===== src/rtl/lsu_mmio_if.sv =====
// Core-side request/response and data-memory signals of the load/store unit.
// slave is the unit itself; master is the core plus the data memory.
interface lsu_mmio_if;
  logic        req_valid;
  logic        req_ready;
  logic        req_we;
  logic [1:0]  req_size;
  logic        req_unsigned;
  logic [31:0] req_addr;
  logic [31:0] req_wdata;
  logic        rsp_valid;
  logic [31:0] rsp_rdata;
  logic        misalign;
  logic        mem_we;
  logic [31:0] mem_a;
  logic [31:0] mem_wd;
  logic [31:0] mem_rd;

  modport slave (
    input  req_valid, req_we, req_size, req_unsigned, req_addr, req_wdata, mem_rd,
    output req_ready, rsp_valid, rsp_rdata, misalign, mem_we, mem_a, mem_wd
  );

  modport master (
    output req_valid, req_we, req_size, req_unsigned, req_addr, req_wdata, mem_rd,
    input  req_ready, rsp_valid, rsp_rdata, misalign, mem_we, mem_a, mem_wd
  );
endinterface


===== src/rtl/lsu_mmio.sv =====
// Load/store unit: byte/half/word accesses onto a word-wide data memory
// (read-modify-write for sub-word stores), plus LED and cycle-counter registers.
module lsu_mmio #(
  parameter int unsigned DMEM_WORDS = 64,
  parameter logic [31:0] LED_ADDR   = 32'h0000_1000,
  parameter logic [31:0] CNT_ADDR   = 32'h0000_1004
) (
  input  logic      clk,
  input  logic      reset_n,
  lsu_mmio_if.slave bus,
  output logic      led
);

  typedef enum logic [1:0] {IDLE, EXEC, WRITE, RESP} state_t;

  localparam logic [29:0] DMEM_LIMIT = 30'(DMEM_WORDS);

  state_t      state_q, state_d;
  logic [31:0] addr_q, addr_d;
  logic [31:0] wdata_q, wdata_d;
  logic [1:0]  size_q, size_d;
  logic        we_q, we_d;
  logic        uns_q, uns_d;
  logic [31:0] merge_q, merge_d;
  logic [31:0] rdata_q, rdata_d;
  logic        misalign_q, misalign_d;
  logic        led_q, led_d;
  logic [31:0] cnt_q, cnt_d;

  logic        is_byte, is_half, is_word;
  logic        mis, is_led, is_cnt, in_range;
  logic [4:0]  shamt;
  logic [31:0] lane, load_data, mask, sdata, merged;
  logic        mem_we_raw;
  logic [31:0] mem_wd_c;

  assign is_byte  = (size_q == 2'b00);
  assign is_half  = (size_q == 2'b01);
  assign is_word  = size_q[1];
  assign mis      = (is_half && addr_q[0]) || (is_word && (addr_q[1:0] != 2'b00));
  assign is_led   = (addr_q == LED_ADDR);
  assign is_cnt   = (addr_q == CNT_ADDR);
  assign in_range = (addr_q[31:2] < DMEM_LIMIT);

  // One shift amount serves both load lane extraction and store lane insertion.
  always_comb begin
    shamt = '0;
    if (is_byte)      shamt = {addr_q[1:0], 3'b000};
    else if (is_half) shamt = {addr_q[1], 4'b0000};
    lane = bus.mem_rd >> shamt;
    if (is_byte) begin
      load_data = uns_q ? {24'h0, lane[7:0]} : {{24{lane[7]}}, lane[7:0]};
      mask      = 32'h0000_00FF << shamt;
      sdata     = {24'h0, wdata_q[7:0]} << shamt;
    end else if (is_half) begin
      load_data = uns_q ? {16'h0, lane[15:0]} : {{16{lane[15]}}, lane[15:0]};
      mask      = 32'h0000_FFFF << shamt;
      sdata     = {16'h0, wdata_q[15:0]} << shamt;
    end else begin
      load_data = lane;
      mask      = '1;
      sdata     = wdata_q;
    end
    merged = (merge_q & ~mask) | (sdata & mask);
  end

  always_comb begin
    state_d    = state_q;
    addr_d     = addr_q;
    wdata_d    = wdata_q;
    size_d     = size_q;
    we_d       = we_q;
    uns_d      = uns_q;
    merge_d    = merge_q;
    rdata_d    = rdata_q;
    misalign_d = misalign_q;
    led_d      = led_q;
    cnt_d      = cnt_q + 32'd1;
    mem_we_raw = 1'b0;
    mem_wd_c   = '0;
    unique case (state_q)
      IDLE: begin
        if (bus.req_valid) begin
          addr_d  = bus.req_addr;
          wdata_d = bus.req_wdata;
          size_d  = bus.req_size;
          we_d    = bus.req_we;
          uns_d   = bus.req_unsigned;
          state_d = EXEC;
        end
      end
      EXEC: begin
        misalign_d = mis;
        rdata_d    = '0;
        state_d    = RESP;
        if (!mis) begin
          if (is_led) begin
            if (we_q) led_d   = wdata_q[0];
            else      rdata_d = {31'h0, led_q};
          end else if (is_cnt) begin
            if (!we_q) rdata_d = cnt_q;
          end else if (in_range) begin
            if (!we_q) begin
              rdata_d = load_data;
            end else if (is_word) begin
              mem_we_raw = 1'b1;
              mem_wd_c   = wdata_q;
            end else begin
              merge_d = bus.mem_rd;
              state_d = WRITE;
            end
          end
        end
      end
      WRITE: begin
        mem_we_raw = 1'b1;
        mem_wd_c   = merged;
        state_d    = RESP;
      end
      RESP: state_d = IDLE;
      default: state_d = IDLE;
    endcase
  end

  always_ff @(posedge clk) begin
    if (!reset_n) begin
      state_q    <= IDLE;
      addr_q     <= '0;
      wdata_q    <= '0;
      size_q     <= '0;
      we_q       <= 1'b0;
      uns_q      <= 1'b0;
      merge_q    <= '0;
      rdata_q    <= '0;
      misalign_q <= 1'b0;
      led_q      <= 1'b0;
      cnt_q      <= '0;
    end else begin
      state_q    <= state_d;
      addr_q     <= addr_d;
      wdata_q    <= wdata_d;
      size_q     <= size_d;
      we_q       <= we_d;
      uns_q      <= uns_d;
      merge_q    <= merge_d;
      rdata_q    <= rdata_d;
      misalign_q <= misalign_d;
      led_q      <= led_d;
      cnt_q      <= cnt_d;
    end
  end

  // Write enable is gated by reset so a reset landing in EXEC/WRITE never writes.
  assign bus.mem_we    = mem_we_raw & reset_n;
  assign bus.mem_wd    = mem_wd_c;
  assign bus.mem_a     = {addr_q[31:2], 2'b00};
  assign bus.req_ready = (state_q == IDLE);
  assign bus.rsp_valid = (state_q == RESP);
  assign bus.rsp_rdata = rdata_q;
  assign bus.misalign  = misalign_q & (state_q == RESP);
  assign led           = led_q;

endmodule


===== src/flat_wrapper.sv =====
// flat-port wrapper written by rule: the top's interface ports become plain ports
module lsu_mmio_flat 
#(
  parameter int unsigned DMEM_WORDS = 64,
  parameter logic [31:0] LED_ADDR   = 32'h0000_1000,
  parameter logic [31:0] CNT_ADDR   = 32'h0000_1004
)
  (clk, reset_n, led, bus_req_valid, bus_req_we, bus_req_size, bus_req_unsigned, bus_req_addr, bus_req_wdata, bus_mem_rd, bus_req_ready, bus_rsp_valid, bus_rsp_rdata, bus_misalign, bus_mem_we, bus_mem_a, bus_mem_wd);
  lsu_mmio_if bus_i ();
  input  logic clk;
  input  logic reset_n;
  output logic led;
  input wire logic [$bits(bus_i.req_valid)-1:0] bus_req_valid;
  input wire logic [$bits(bus_i.req_we)-1:0] bus_req_we;
  input wire logic [$bits(bus_i.req_size)-1:0] bus_req_size;
  input wire logic [$bits(bus_i.req_unsigned)-1:0] bus_req_unsigned;
  input wire logic [$bits(bus_i.req_addr)-1:0] bus_req_addr;
  input wire logic [$bits(bus_i.req_wdata)-1:0] bus_req_wdata;
  input wire logic [$bits(bus_i.mem_rd)-1:0] bus_mem_rd;
  output wire logic [$bits(bus_i.req_ready)-1:0] bus_req_ready;
  output wire logic [$bits(bus_i.rsp_valid)-1:0] bus_rsp_valid;
  output wire logic [$bits(bus_i.rsp_rdata)-1:0] bus_rsp_rdata;
  output wire logic [$bits(bus_i.misalign)-1:0] bus_misalign;
  output wire logic [$bits(bus_i.mem_we)-1:0] bus_mem_we;
  output wire logic [$bits(bus_i.mem_a)-1:0] bus_mem_a;
  output wire logic [$bits(bus_i.mem_wd)-1:0] bus_mem_wd;
  assign bus_i.req_valid = bus_req_valid;
  assign bus_i.req_we = bus_req_we;
  assign bus_i.req_size = bus_req_size;
  assign bus_i.req_unsigned = bus_req_unsigned;
  assign bus_i.req_addr = bus_req_addr;
  assign bus_i.req_wdata = bus_req_wdata;
  assign bus_i.mem_rd = bus_mem_rd;
  assign bus_req_ready = bus_i.req_ready;
  assign bus_rsp_valid = bus_i.rsp_valid;
  assign bus_rsp_rdata = bus_i.rsp_rdata;
  assign bus_misalign = bus_i.misalign;
  assign bus_mem_we = bus_i.mem_we;
  assign bus_mem_a = bus_i.mem_a;
  assign bus_mem_wd = bus_i.mem_wd;
  lsu_mmio #(.DMEM_WORDS(DMEM_WORDS), .LED_ADDR(LED_ADDR), .CNT_ADDR(CNT_ADDR)) u_core (.clk(clk), .reset_n(reset_n), .bus(bus_i), .led(led));
endmodule

===== config.mk =====
export PLATFORM = sky130hd
export DESIGN_NAME = lsu_mmio_flat
export DESIGN_NICKNAME = d
export VERILOG_FILES = /design/src/rtl/lsu_mmio_if.sv /design/src/rtl/lsu_mmio.sv /design/src/flat_wrapper.sv
export SDC_FILE = /design/constraint.sdc
export NUM_CORES = 1
export LEC_CHECK = 0
export BUFFER_PORTS_ARGS = -buffer_cell sky130_fd_sc_hd__buf_4
export CAP_MARGIN = 40
export CELL_PAD_IN_SITES_DETAIL_PLACEMENT = 1
export CELL_PAD_IN_SITES_GLOBAL_PLACEMENT = 1
export CORE_MARGIN = 4
export CORE_UTILIZATION = 44
export CTS_BUF_LIST = sky130_fd_sc_hd__clkbuf_8
export DETAILED_ROUTE_END_ITERATION = 10
export PLACE_DENSITY = 0.93
export SYNTH_ARGS = -nofsm -noshare
export SYNTH_HDL_FRONTEND = slang
export SYNTH_SLANG_ARGS = --single-unit

===== constraint.sdc =====
create_clock -name clk -period 4.6 [get_ports clk]
set_clock_uncertainty 0.05 [all_clocks]
set_input_delay 0.23 -clock clk [delete_from_list [all_inputs] [get_ports clk]]
set_output_delay 0.23 -clock clk [all_outputs]
set_load 0.005 [all_outputs]

==> summary.txt <==
Layout
  – Area Growth Syn to Fin: 30.3%
  – Fraction of layout cells with a size suffix above 1: about 20%
  – Post-Layout Cell Count: 1676
  – Final non-filler cell area: between 10000 and 15000 µm²
  – Fin nets: 1504

Logic synthesis
  – Count leader, synth: nand2_1
  – Yosys warnings: 0
  – Synthesized area: 8950 µm²
  – Avg Synthesized Cell Area: 7.59 µm²
  – Top cells by area, synth: dfxtp_1 38%, nand2_1 11%, o21ai_0 6.4%, a21boi_0 6.0%, a21oi_1 3.7%
  – Post-synth cell types: 64
  – Number of synthesized flops with an enable pin: 0
  – Most used DFF post-synth: dfxtp_1
  – Number of synthesized register bits: 168
  – Synth top cells by count: 253 x nand2_1, 168 x dfxtp_1, 115 x o21ai_0
  – Top-area cell type share of the netlist area: 37.6%
  – Asr flop ratio synth: 0%
  – Sequential area share after synthesis: a little under two fifths
  – Mapped Cells: 1178
  – Area leader, netlist: dfxtp_1

Pwr
  – Sw frac: roughly 43%
  – Leak Pwr: 4.67 nW
  – Power consumption: between 4 and 5 mW
  – Comb pwr share: about 37%
  – Part of the power in registers: between 30% and 40%
  – Pint: 2.64 mW
  – Largest vdd supply drop: 0.000249 V
  – Clock share of power: about a quarter
  – Switching pwr: roughly 2.0 mW
  – Cell area power density: slightly below 400 nW/µm²

Global route
  – GRT Overall Usage: between 30 and 40%
  – Overflow after GRT: 0
  – First-pass GRT wire length: 60.6 mm
  – Antenna violations before repair: 6
  – Largest net degree at the start of global routing: 100
  – Number of global-route vias before repair: 10500

Floorplan
  – Core region area: around 20000 µm²
  – IO Pins: 204
  – Die X: about 150 µm
  – Die height: 151 µm
  – Full die area: 22700 µm²
  – Rows: 51
  – Initial core utilization: between 40% and 50%

Critical path
  – Worst Setup End Kind: primary output
  – CP peak stage delay: between 600 and 700 ps
  – Max Fanout on Critical Path: 19
  – Critical Path, Cell by Cell: nor2_1 > nand2_2 > inv_1 > ha_1 > inv_1 > o21ai_0 > o21ai_0 > a21oi_1 > a21o_1 > buf_4
  – Slowest cell on crit path: o21ai_0
  – Kind of start point of the critical path: register
  – Critical path required time: 4320 ps
  – WP data arrival: 4000 ps
  – Class of the most critical setup path: reg2out

Routing
  – Vias: about 10000
  – Via-to-Cell Ratio: around 6
  – Wire length per cell: between 20 and 25 µm
  – First-pass DRT Iterations: 6
  – Drt drc: 0
  – Detailed Route WL: 41.3 mm
  – DRT iter0 DRCs: about 1200
  – Antenna-violating nets left: 0

Clock tree
  – # clock sinks: 168
  – Cell chosen for the clock root: clkbuf_8
  – Number of buffers created by CTS: 17
  – CTS tree: done
  – H-tree depth: 4
  – Clock Latency Late Sink: 490 ps
  – Maximum root-to-sink buffer count: 2
  – Clock Pin Slew Worst Setup and Hold Paths: roughly 100 ps

Place
  – Placed cell area: 10300 µm²
  – Placed Cells: between 1500 and 2000
  – Post-DP HPWL: 23.7 mm
  – GPL Wtd Cong: 0.934
  – Number of buffers inserted by port buffering: around 200

STA
  – Final period util: 93.1%
  – Setup TNS: 0 ps
  – Max-Slew Margin vs Limit: 33.7%
  – Worst slew pin tran: 995 ps
  – Final setup fails: 0
  – Max frequency: 233 MHz
  – Hold Vio Cnt, Final: 0
  – Period minus WS final: 4280 ps
  – Max-slew violations: 0
  – RSZ-0062 raised after global routing: false

Status
  – Status: finished clean

Worst hold path
  – Worst min path class: in2reg

Run
  – Max-Cap Viols: 0
-- registers in the layout, indices dropped and copies added (netlist names) --
register              flops
u_core.uns_q              1
u_core.led                1
u_core.we_q               1
u_core.addr_q            32
u_core.bus.rsp_rdata     32
u_core.misalign_q         1
u_core.size_q             2
u_core.state_q            2
u_core.wdata_q           32
u_core.merge_q           32
u_core.cnt_q             32
-- final cells by class --
cell class,instances,area (µm²)
diodes,6,15.0
fillers,2400,8070
multi-input cells,868,4870
inverters,29,109
well taps,265,332
repair buffers,308,2570
clock inverters,13,123
flip-flops and latches,168,3360
clock buffers,19,262
-- cell usage in the layout, fill, tap and decap left out, types with 14 or more instances in the layout --
cell type,n
clkbuf_8,19
nand2_1,252
a211oi_1,16
nor2b_1,24
xnor2_1,16
buf_4,214
a21boi_0,71
a31oi_1,14
and2_1,29
nand3_1,52
nor2_1,45
dfxtp_1,167
dlygate4sd3_1,92
inv_1,29
o21ai_0,115
a21oi_1,67
-- kinds of logic after synthesis --
| family | after synthesis | synth area share, % |
|---|---|---|
| AO/OA/AOI/OAI | 353 | 24.8 |
| XOR/XNOR | 26 | 2.55 |
| multiplexers | 6 | 0.811 |
| AND/OR/NAND/NOR | 472 | 24.9 |
| adder cells (fa/ha/maj) | 9 | 1.26 |
| buffers and inverters | 143 | 8.03 |
| flip-flops | 168 | 37.6 |
| other | 1 | 0.0419 |
-- path summary, 6_finish.rpt --
check	from	endpoint	slack, ps	cells past startpoint
setup / recovery	u_core.size_q[0]	bus_mem_wd[13]	320	10
hold / removal	bus_mem_rd[30]	u_core.merge_q[30]	10	3
setup reg to reg	u_core.addr_q[12]	u_core.bus.rsp_rdata[18]	1250	6
hold reg to reg	u_core.bus.rsp_rdata[8]	u_core.bus.rsp_rdata[8]	400	2
-- repair_timing --
item / 4_1_cts / 5_1_grt
endpoints found under the hold margin: 91 / 1
hold buffers: 91 / 1
resized for setup: 0 / 0
buffers inserted: 0 / 0
-- per-layer routing --
metal / track usage, % / vias to the layer above / wire (µm)
met4: 18.4 / 2 / 2710
met5: 0 / - / 8
met3: 6.41 / 224 / 3560
met2: 59.7 / 713 / 19700
li1: - / 4456 / -
met1: 40.0 / 4885 / 15300
-- worst max-delay path: cells and delay by family, from the launching register on --
family / cells / cell delay, ps
AOI/OAI and AO/OA: 4 / 1220
adders and majority gates: 1 / 270
buffers and inverters: 3 / 730
DFF: 1 / 520
and+or+nand+nor: 2 / 770
-- metrics by stage --
| stage | util, % | setup slack (ps) | hold slack (ps) |
|---|---|---|---|
| 2_1_floorplan | - | 2130 | 310 |
| 3_3_place_gp | 52.0 | 1370 | 391 |
| 3_5_place_dp | 52.4 | 1130 | 395 |
| 4_1_cts | 59.0 | 586 | 0.689 |
| 5_1_grt | 59.1 | 126 | 8.58 |
| 6_report | 59.1 | 316 | 11.6 |
-- power by group through the flow --
stage          registers [mW]  logic, mW  clock network, mW
6_report                 1.82       1.70               1.12
5_1_grt                  1.83       1.80               1.17
4_1_cts                  1.79       1.53               1.07
3_5_place_dp             1.82       1.45                  0
3_3_place_gp             1.81       1.38                  0
2_1_floorplan            1.73       1.03                  0
(Power assumes the default switching activity.)
